## src/rtl/alu_pkg.sv

```systemverilog
// Shared ALU definitions: control codes, shift kinds and execute FSM states.
// Latency: none; this package only holds types, constants and helpers.
// Backpressure: not applicable.
package alu_pkg;

  // ALU control codes produced by the decoder
  localparam logic [3:0] ALU_AND     = 4'b0000;
  localparam logic [3:0] ALU_OR      = 4'b0001;
  localparam logic [3:0] ALU_ADD     = 4'b0010;
  localparam logic [3:0] ALU_SUB     = 4'b0110;
  localparam logic [3:0] ALU_SLL     = 4'b1000;
  localparam logic [3:0] ALU_SRL     = 4'b1001;
  localparam logic [3:0] ALU_SRA     = 4'b1011;
  localparam logic [3:0] ALU_ILLEGAL = 4'b1111;

  // One-bit shift kinds; these equal the low two bits of the shift codes
  localparam logic [1:0] SK_SLL = 2'b00;
  localparam logic [1:0] SK_SRL = 2'b01;
  localparam logic [1:0] SK_SRA = 2'b11;

  typedef enum logic [1:0] {
    IDLE  = 2'b00,
    SHIFT = 2'b01,
    DONE  = 2'b10
  } alu_state_t;

  function automatic logic is_shift_code(input logic [3:0] ctl);
    return (ctl == ALU_SLL) || (ctl == ALU_SRL) || (ctl == ALU_SRA);
  endfunction

endpackage

```

## src/rtl/alu_shift_step.sv

```systemverilog
// Single-bit shifter: sll/srl/sra of a WIDTH-bit value by exactly one position.
// Latency: purely combinational.
// Backpressure: none; the caller decides when to register the output.
module alu_shift_step
  import alu_pkg::*;
#(
  parameter int WIDTH = 32
) (
  input  logic [WIDTH-1:0] din,
  input  logic [1:0]       kind,
  output logic [WIDTH-1:0] dout
);

  // Select one-bit shift; the unused kind passes the value through unchanged
  always_comb begin
    dout = din;
    case (kind)
      SK_SLL:  dout = {din[WIDTH-2:0], 1'b0};
      SK_SRL:  dout = {1'b0, din[WIDTH-1:1]};
      SK_SRA:  dout = {din[WIDTH-1], din[WIDTH-1:1]};
      default: dout = din;
    endcase
  end

endmodule

```

## src/rtl/alu_exec_unit.sv

```systemverilog
// Multi-cycle ALU execute stage: add/sub/and/or in one step, shifts one bit per cycle.
// Latency: 1 cycle after accept for one-cycle ops and illegal codes; 1+n cycles for a shift by n.
// Backpressure: result held in DONE until out_ready; in_ready is low outside IDLE.
module alu_exec_unit
  import alu_pkg::*;
#(
  parameter int WIDTH = 32
) (
  input  logic             clk,
  input  logic             reset,
  input  logic             in_valid,
  output logic             in_ready,
  input  logic [3:0]       alu_ctl,
  input  logic [WIDTH-1:0] op_a,
  input  logic [WIDTH-1:0] op_b,
  output logic             out_valid,
  input  logic             out_ready,
  output logic [WIDTH-1:0] result,
  output logic             zero,
  output logic             illegal
);

  localparam int SHW = $clog2(WIDTH);

  alu_state_t       state_q, state_d;
  logic [WIDTH-1:0] work_q, work_d;
  logic [SHW-1:0]   cnt_q, cnt_d;
  logic [1:0]       kind_q, kind_d;
  logic             zero_q, zero_d;
  logic             illegal_q, illegal_d;

  logic [WIDTH-1:0] quick_res;
  logic             quick_ill;
  logic [WIDTH-1:0] shifted;
  logic [SHW-1:0]   shamt;

  // Shift amount only uses the low bits of op_b; upper bits are ignored
  assign shamt = op_b[SHW-1:0];

  // Single-cycle op mux; anything not listed here is reported as illegal
  always_comb begin
    quick_res = '0;
    quick_ill = 1'b0;
    case (alu_ctl)
      ALU_ADD: quick_res = op_a + op_b;
      ALU_SUB: quick_res = op_a - op_b;
      ALU_AND: quick_res = op_a & op_b;
      ALU_OR:  quick_res = op_a | op_b;
      default: quick_ill = 1'b1;
    endcase
  end

  // The one shifter sits on the working register and advances it one bit per SHIFT cycle
  alu_shift_step #(
    .WIDTH (WIDTH)
  ) u_shift_step (
    .din  (work_q),
    .kind (kind_q),
    .dout (shifted)
  );

  // Next-state, datapath updates and handshake outputs
  always_comb begin
    state_d   = state_q;
    work_d    = work_q;
    cnt_d     = cnt_q;
    kind_d    = kind_q;
    zero_d    = zero_q;
    illegal_d = illegal_q;
    in_ready  = 1'b0;
    out_valid = 1'b0;
    case (state_q)
      IDLE: begin
        in_ready = 1'b1;
        if (in_valid) begin
          if (is_shift_code(alu_ctl)) begin
            work_d    = op_a;
            kind_d    = alu_ctl[1:0];
            cnt_d     = shamt;
            illegal_d = 1'b0;
            zero_d    = (op_a == '0);
            state_d   = (shamt == '0) ? DONE : SHIFT;
          end else begin
            work_d    = quick_res;
            cnt_d     = '0;
            illegal_d = quick_ill;
            zero_d    = (quick_res == '0);
            state_d   = DONE;
          end
        end
      end
      SHIFT: begin
        work_d = shifted;
        cnt_d  = cnt_q - SHW'(1);
        zero_d = (shifted == '0);
        if (cnt_q == SHW'(1)) begin
          state_d = DONE;
        end
      end
      DONE: begin
        out_valid = 1'b1;
        if (out_ready) begin
          state_d = IDLE;
        end
      end
      default: state_d = IDLE;
    endcase
  end

  // State register; reset drops any in-flight op immediately
  always_ff @(posedge clk or posedge reset) begin
    if (reset) begin
      state_q <= IDLE;
    end else begin
      state_q <= state_d;
    end
  end

  // Working register, shift count and status flags move together
  always_ff @(posedge clk or posedge reset) begin
    if (reset) begin
      work_q    <= '0;
      cnt_q     <= '0;
      kind_q    <= SK_SLL;
      zero_q    <= 1'b0;
      illegal_q <= 1'b0;
    end else begin
      work_q    <= work_d;
      cnt_q     <= cnt_d;
      kind_q    <= kind_d;
      zero_q    <= zero_d;
      illegal_q <= illegal_d;
    end
  end

  assign result  = work_q;
  assign zero    = zero_q;
  assign illegal = illegal_q;

endmodule

```

## config.mk

```make
export PLATFORM = sky130hd
export DESIGN_NAME = alu_exec_unit
export DESIGN_NICKNAME = d
export VERILOG_FILES = /design/src/rtl/alu_pkg.sv /design/src/rtl/alu_shift_step.sv /design/src/rtl/alu_exec_unit.sv
export SDC_FILE = /design/constraint.sdc
export NUM_CORES = 1
export LEC_CHECK = 0
export CAP_MARGIN = 30
export CORE_UTILIZATION = 47
export DETAILED_ROUTE_END_ITERATION = 8
export GPL_ROUTABILITY_DRIVEN = 1
export PLACE_DENSITY_LB_ADDON = 0.1
export REMOVE_ABC_BUFFERS = 1
export SLEW_MARGIN = 20
export SYNTH_ARGS = -nofsm -noshare
export SYNTH_HDL_FRONTEND = slang
export SYNTH_SLANG_ARGS = --single-unit
```

## constraint.sdc

```tcl
create_clock -name clk -period 2.96 [get_ports clk]
set_input_delay 0.592 -clock clk [delete_from_list [all_inputs] [get_ports clk]]
set_output_delay 0.592 -clock clk [all_outputs]
set_load 0.02 [all_outputs]
```

* Word-level counts from Yosys, hierarchy flattened
Index checks and enable logic that the tools add are counted.
Widths: inputs -> output; s select.
** Word-level totals
- Bits in read-only memories :: 0
- Output and inout port bits :: 36
- Register bits after elaboration :: 43
- Memories kept :: 0
- Input bits :: 72
- Bits in writable memories :: 0
- Latch bits :: 0
- Word-level logic and storage cells :: 61
** Operators by class
- Mux-type cells :: 21
- Div/mod/pow operators :: 0
- $add $sub $neg :: 3
- Equality and inequality tests :: 14
- Shift operators :: 0
- Magnitude comparators :: 0
- Bitwise gates (word level) :: 2
- Reductions and logical operators :: 15
- Multiply operators :: 0
** Operator list (number)
- $pmux 32 s4 :: 1
- $logic_not 32->1 :: 3
- $pmux 32 s3 :: 1
- $mux 32 :: 2
- $pmux 32 s2 :: 1
- $add 32x32->32 :: 1
- $and 32x32->32 :: 1
- $or 32x32->32 :: 1
- $sub 32x32->32 :: 1
- $eq 4x4->1 const B :: 3
- $mux 2 :: 5
- $mux 5 :: 2
- $pmux 5 s2 :: 1
- $mux 1 :: 6
- $ne 2x2->1 const B :: 3
- $pmux 2 s3 :: 1
- $reduce_and 3->1 :: 2
- $eq 5x1->1 const B :: 1
- $logic_not 5->1 :: 1
- $sub 5x1->5 const B :: 1
- $eq 2x1->1 const B :: 2
- $eq 2x2->1 const B :: 2
- $eq 4x1->1 const B :: 1
- $eq 4x2->1 const B :: 1
- 8 further kinds :: 11

* Depth between registers and ports, before layout
- Depth in word-level cells :: 6
- Gate-level depth with buffers :: 21
- Depth with buffers taken out :: 20

* Cells and area by module
From an unflattened synthesis, not the netlist that was laid out.
** Unflattened totals
- Cell total of the unflattened synthesis :: 850
- Area total of the unflattened synthesis :: 6346.1 um^2
** By module, submodules not included
- alu_exec_unit :: instances 1, cells each 744, seq. area each 1076.0 um^2, area each 5644.2 um^2
- alu_shift_step :: instances 1, cells each 106, seq. area each 0.0 um^2, area each 701.9 um^2

* Least setup slack after synthesis
OpenSTA, ideal clock, no wires.
- Path kind :: input to register
- From :: in alu_ctl[0]
- To :: reg zero_q, in the netlist zero
- Setup time :: 104 ps
- Required time :: 2856 ps
- Stages on the path :: 20
- Path buffers :: 4
- Data arrival time :: 4424 ps
- Path slack :: -1568 ps
- Cells stage by stage :: nand2b_1 > nor2_1 > clkbuf_8 > and2_1 > clkbuf_1 > clkbuf_1 > nor2_1 > xnor2_1 > ha_1 > clkbuf_1 > a21oi_1 > o211ai_1 > a41oi_1 > a31oi_1 > a211oi_1 > xor2_1 > o21ai_0 > a2111oi_4 > nand3_1 > o41ai_2
** On the way
- Word-level cells in the longest chain between the ends :: 6
- Elaborated cells between the ends (all ways) :: 14
- Those cells by class :: eq/ne: 6; mux: 4; reduce/logical: 4
** Ends and longest elaborated chain
- start, declared :: RTL line alu_exec_unit.sv:13 : input logic [3:0] alu_ctl,
- $eq 4x1->1, or another cell as far along :: RTL line alu_exec_unit.sv:44 : case (alu_ctl)
- $pmux 32 s4 or $logic_or 1x1->1 (tied branches) :: RTL line alu_exec_unit.sv:44, alu_pkg.sv:28
- $logic_not 32->1 or $logic_or 1x1->1 (tied branches) :: RTL line alu_exec_unit.sv:87, alu_pkg.sv:28
- $mux 1 * :: RTL line alu_exec_unit.sv:76 : if (is_shift_code(alu_ctl)) begin
- $mux 1 * :: RTL line alu_exec_unit.sv:75 : if (in_valid) begin
- $pmux 1 s2 * :: RTL line alu_exec_unit.sv:72 : case (state_q)
- end signal, assigned :: RTL line alu_exec_unit.sv:131 : zero_q <= zero_d;
- end, declared :: RTL line alu_exec_unit.sv:29 : logic zero_q, zero_d;
Every way passes the cells marked *; elsewhere a longest branch is shown, timed or not. The select of a mux whose other input is x is not followed.
A chain may end at the register's enable or synchronous reset.

* Worst setup path after layout
- From :: in op_b[9]
- To :: reg work_q[30], in the netlist result[30]
** On the way
- Word-level cells in the longest chain between the ends :: 5
- Elaborated cells between the ends (all ways) :: 6
- Those cells by class :: add/sub: 2; mux: 4
** Ends and longest elaborated chain
- start, declared :: RTL line alu_exec_unit.sv:15 : input logic [WIDTH-1:0] op_b,
- $sub 32x32->32 or $add 32x32->32 (tied branches) :: RTL line alu_exec_unit.sv:46, alu_exec_unit.sv:45
- $pmux 32 s4 * :: RTL line alu_exec_unit.sv:44
- $mux 32 * :: RTL line alu_exec_unit.sv:76
- $mux 32 * :: RTL line alu_exec_unit.sv:75
- $pmux 32 s2 * :: RTL line alu_exec_unit.sv:72
- end signal, assigned :: RTL line alu_exec_unit.sv:128 : work_q <= work_d;
- end, declared :: RTL line alu_exec_unit.sv:26 : logic [WIDTH-1:0] work_q, work_d;
Marked as above.

==> results by group <==
Status
  – Status: finished with violations
  – Failing checks: negative setup slack

Setup path
  – Crit-path max FO: 4
  – CP Launch Type: input port
  – Critical Path AT: about 4700 ps
  – Crit end category: register
  – Worst path required time: approximately 3200 ps
  – Crit Path Category: input port to register

Routing
  – Final wirelength: about 37000 um
  – Vias/cell: just under 7
  – DRC: 0
  – Routed vias: approximately 10000
  – 1st-pass router iterations: 9
  – 1st-iter DRT viols: around 1400
  – Routed Antenna Nets: 0
  – Routed length per instance: ~26 um

Yosys
  – Seq cells post-synth: 43
  – Sequential area share after synthesis: 0.163
  – Largest area contributor in the netlist: dfrtp_1
  – Main area contributors after synthesis: dfrtp_1 (16%), ha_1 (7.0%), a21oi_1 (6.1%)
  – Ys async rst share: 1.00
  – Most used DFF post-synth: dfrtp_1
  – Synth warn: 0
  – Number of synthesized flops with an enable pin: 0
  – Cells after Synth: 834
  – Post-Syn Area: 6610 um2
  – Mean post-synth cell area: between 7 and 8 um2
  – Synth top area share: 0.163
  – Unique masters post-synth: between 80 and 90

STA
  – PnR worst setup slack: -1520 ps
  – Final min period: 4480 ps
  – Max-slew headroom: 0.530
  – Actual slew at the worst max-slew pin: slightly above 700 ps
  – Final Max Tran Viols: 0
  – RSZ-0062 raised after global routing: true
  – Tcrit/Tclk final: 1.51
  – Fmax: 0.223 GHz
  – Fin. Hold Viols: 0
  – Final Setup Violations: 31
  – Layout Skew: 6.58 ps

Die
  – Initial Utilization: 0.491
  – Num ports: about 110
  – Die X: 121 um
  – Core Area: 13500 um2
  – # rows: 42
  – Die area: 14500 um2
  – Die H: around 120 um

Pwr
  – Clk network pwr share: 0.089
  – Design Power: between 7 and 8 mW
  – Comb pwr share: 0.751
  – Maximum vdd drop: between 0.0004 and 0.0005 V
  – Power Density: 611 nW/um2
  – NetSw: between 3 and 4 mW
  – Pleak: about 5.3 nW
  – Sw frac: 0.469
  – Sequential share of power: 0.160
  – Internal: roughly 3.9 mW

Placement
  – Port bufs: around 110
  – Worst slack, placed: -2310 ps
  – Post-DP HPWL: about 22000 um
  – Placer Congestion: about 0.97

Final layout
  – Ant. Diodes: 0
  – # nets final: 1357
  – Share of cells above drive strength 1: 0.465
  – Area Overhead vs Synth: 81.6%

Global routing
  – First-pass GRT wire length: 49000 um
  – Largest net degree at the start of global routing: between 60 and 70
  – All-Layer GR Usage: 0.429
  – Initial antenna violation count: 0
  – Vias in the first global route: about 9000
  – Total global routing overflow: 0

Worst hold path
  – Hold/Removal Path Class: register to register

Clock tree
  – CTS tree: done
  – Clock Path Buffers: 2
  – Clk slew on worst S/H paths: around 60 ps
  – TritonCTS buffer count: 5
  – Clock sinks: 43
  – Hold buffer count at cts: 0
  – CTS H-tree lvls: 2
  – Clk_lat worst skew: 290 ps
  – Root buffer cell: clkbuf_16

Run
  – MaxCap Viol Count: 0
-- flip-flops by register name, indices dropped and copies added (netlist names) --
name and cells:
zero 1, kind_q 2, illegal 1, result 32
cnt_q 5, state_q 2
-- cell type report --
type / instances / area (um2)
Fill cell: 656 / 1460
Clock inverter: 3 / 43.8
Inverter: 20 / 82.6
Multi-Input combinational cell: 716 / 6520
Tap cell: 176 / 220
Clock buffer: 5 / 125
Timing Repair Buffer: 461 / 3920
Sequential cell: 43 / 1080
-- stage by stage --
stage	hold slack, ps	area [um2]	utilization	setup TNS [ps]	cells
6_report	535	12000	0.892	-30690	1424
4_1_cts	529	11200	0.835	-20020	1397
2_1_floorplan	518	6310	-	-61780	779
3_5_place_dp	511	9860	0.733	-46100	1352
5_1_grt	545	12000	0.892	-33830	1424
3_3_place_gp	498	9860	0.733	-44470	1352
-- Yosys cell counts, types with 5 or more instances --
library cell / count
a21oi_1: 81
nor2_1: 65
nand2_1: 58
dfrtp_1: 43
a21o_1: 42
clkbuf_1: 39
a221oi_1: 38
ha_1: 37
mux2i_1: 36
o21ai_0: 32
xnor2_1: 29
xor2_1: 27
maj3_1: 25
inv_1: 20
nor4_1: 19
nor3_1: 17
a211oi_1: 16
nand3_1: 16
mux2_1: 12
a22oi_1: 11
mux2_2: 10
a31oi_1: 8
o31ai_1: 8
and3_1: 7
nand2b_1: 7
nand4_1: 7
buf_1: 6
o211ai_1: 6
or3_1: 6
a221o_1: 5
and2_1: 5
clkbuf_8: 5
o21ai_1: 5
o22ai_1: 5
-- power by group through the flow --
stage	sequential (mW)	clock [mW]	combinational (mW)
CTS	1.14	0.645	4.95
finish	1.17	0.651	5.50
global route	1.20	0.660	5.73
floorplan	1.60	0	1.77
global placement	1.12	0	4.41
detailed placement	1.15	0	4.52
-- layer usage --
metal  vias to the layer above  part of all wire  track usage
met5                         -                 0            0
met4                         0             0.086        0.198
met3                       295              0.13       0.0585
met2                       902              0.44        0.708
met1                      4651              0.35        0.554
li1                       4036                 -            -
-- layout by cell type (no fill, tap or decap), types with 10 or more instances in the layout --
master	instances
buf_4	313
clkdlybuf4s50_1	85
a21oi_1	62
nor2_1	56
nand2_1	44
a21o_1	42
dfrtp_1	42
buf_6	38
mux2i_1	35
ha_1	29
maj3_1	25
xnor2_1	21
xor2_1	20
a221oi_2	19
inv_1	17
a221oi_1	17
o21ai_0	13
nor4_1	13
a21oi_2	12
o21ai_1	12
mux2_1	12
nor3_1	12
mux2_2	10
-- critical path, cell delays in order --
cell	delay [ps]
buf_2	160
nor4_4	490
buf_4	220
nand3_4	110
buf_6	160
buf_4	130
o31ai_2	200
xor2_1	110
ha_1	330
and2_1	180
buf_4	160
nand3_1	150
nand2_1	110
o21ai_1	90
o21ai_4	240
buf_4	150
buf_6	130
or3b_2	470
o311ai_2	110
buf_4	200
o21ai_4	60
o21ai_2	120
-- cell families (layout without fill, tap and decap cells) --
group                    after synthesis  in the layout  synth area share
AO/OA/AOI/OAI                        301            301             0.321
AND/OR/NAND/NOR                      238            238             0.183
buffers and inverters                 75            489            0.0563
adder cells (fa/ha/maj)               63             63             0.111
multiplexers                          58             58            0.0921
XOR/XNOR                              56             56            0.0743
flip-flops                            43             43             0.163
-- path summary, 6_finish.rpt --
kind                                start          to  slack (ps)  cells after the start
min in group asynchronous           reset    cnt_q[4]         680                      2
worst min-delay path              illegal     illegal         540                      1
worst max-delay path              op_b[9]  result[30]       -1520                     22
worst min register to register    illegal     illegal         540                      1
max in group asynchronous           reset  result[21]        1580                      3
worst max register to register  kind_q[1]        zero        -450                     11
-- repair_timing --
action | 4_1_cts | 5_1_grt
hold endpoints to repair | 0 | 0
endpoints found under the setup margin | 32 | 31
pin swaps | 94 | 93
resized for setup | 258 | 116
setup buffers | 39 | 32
No activity file was read; power rests on OpenSTA's default activity.
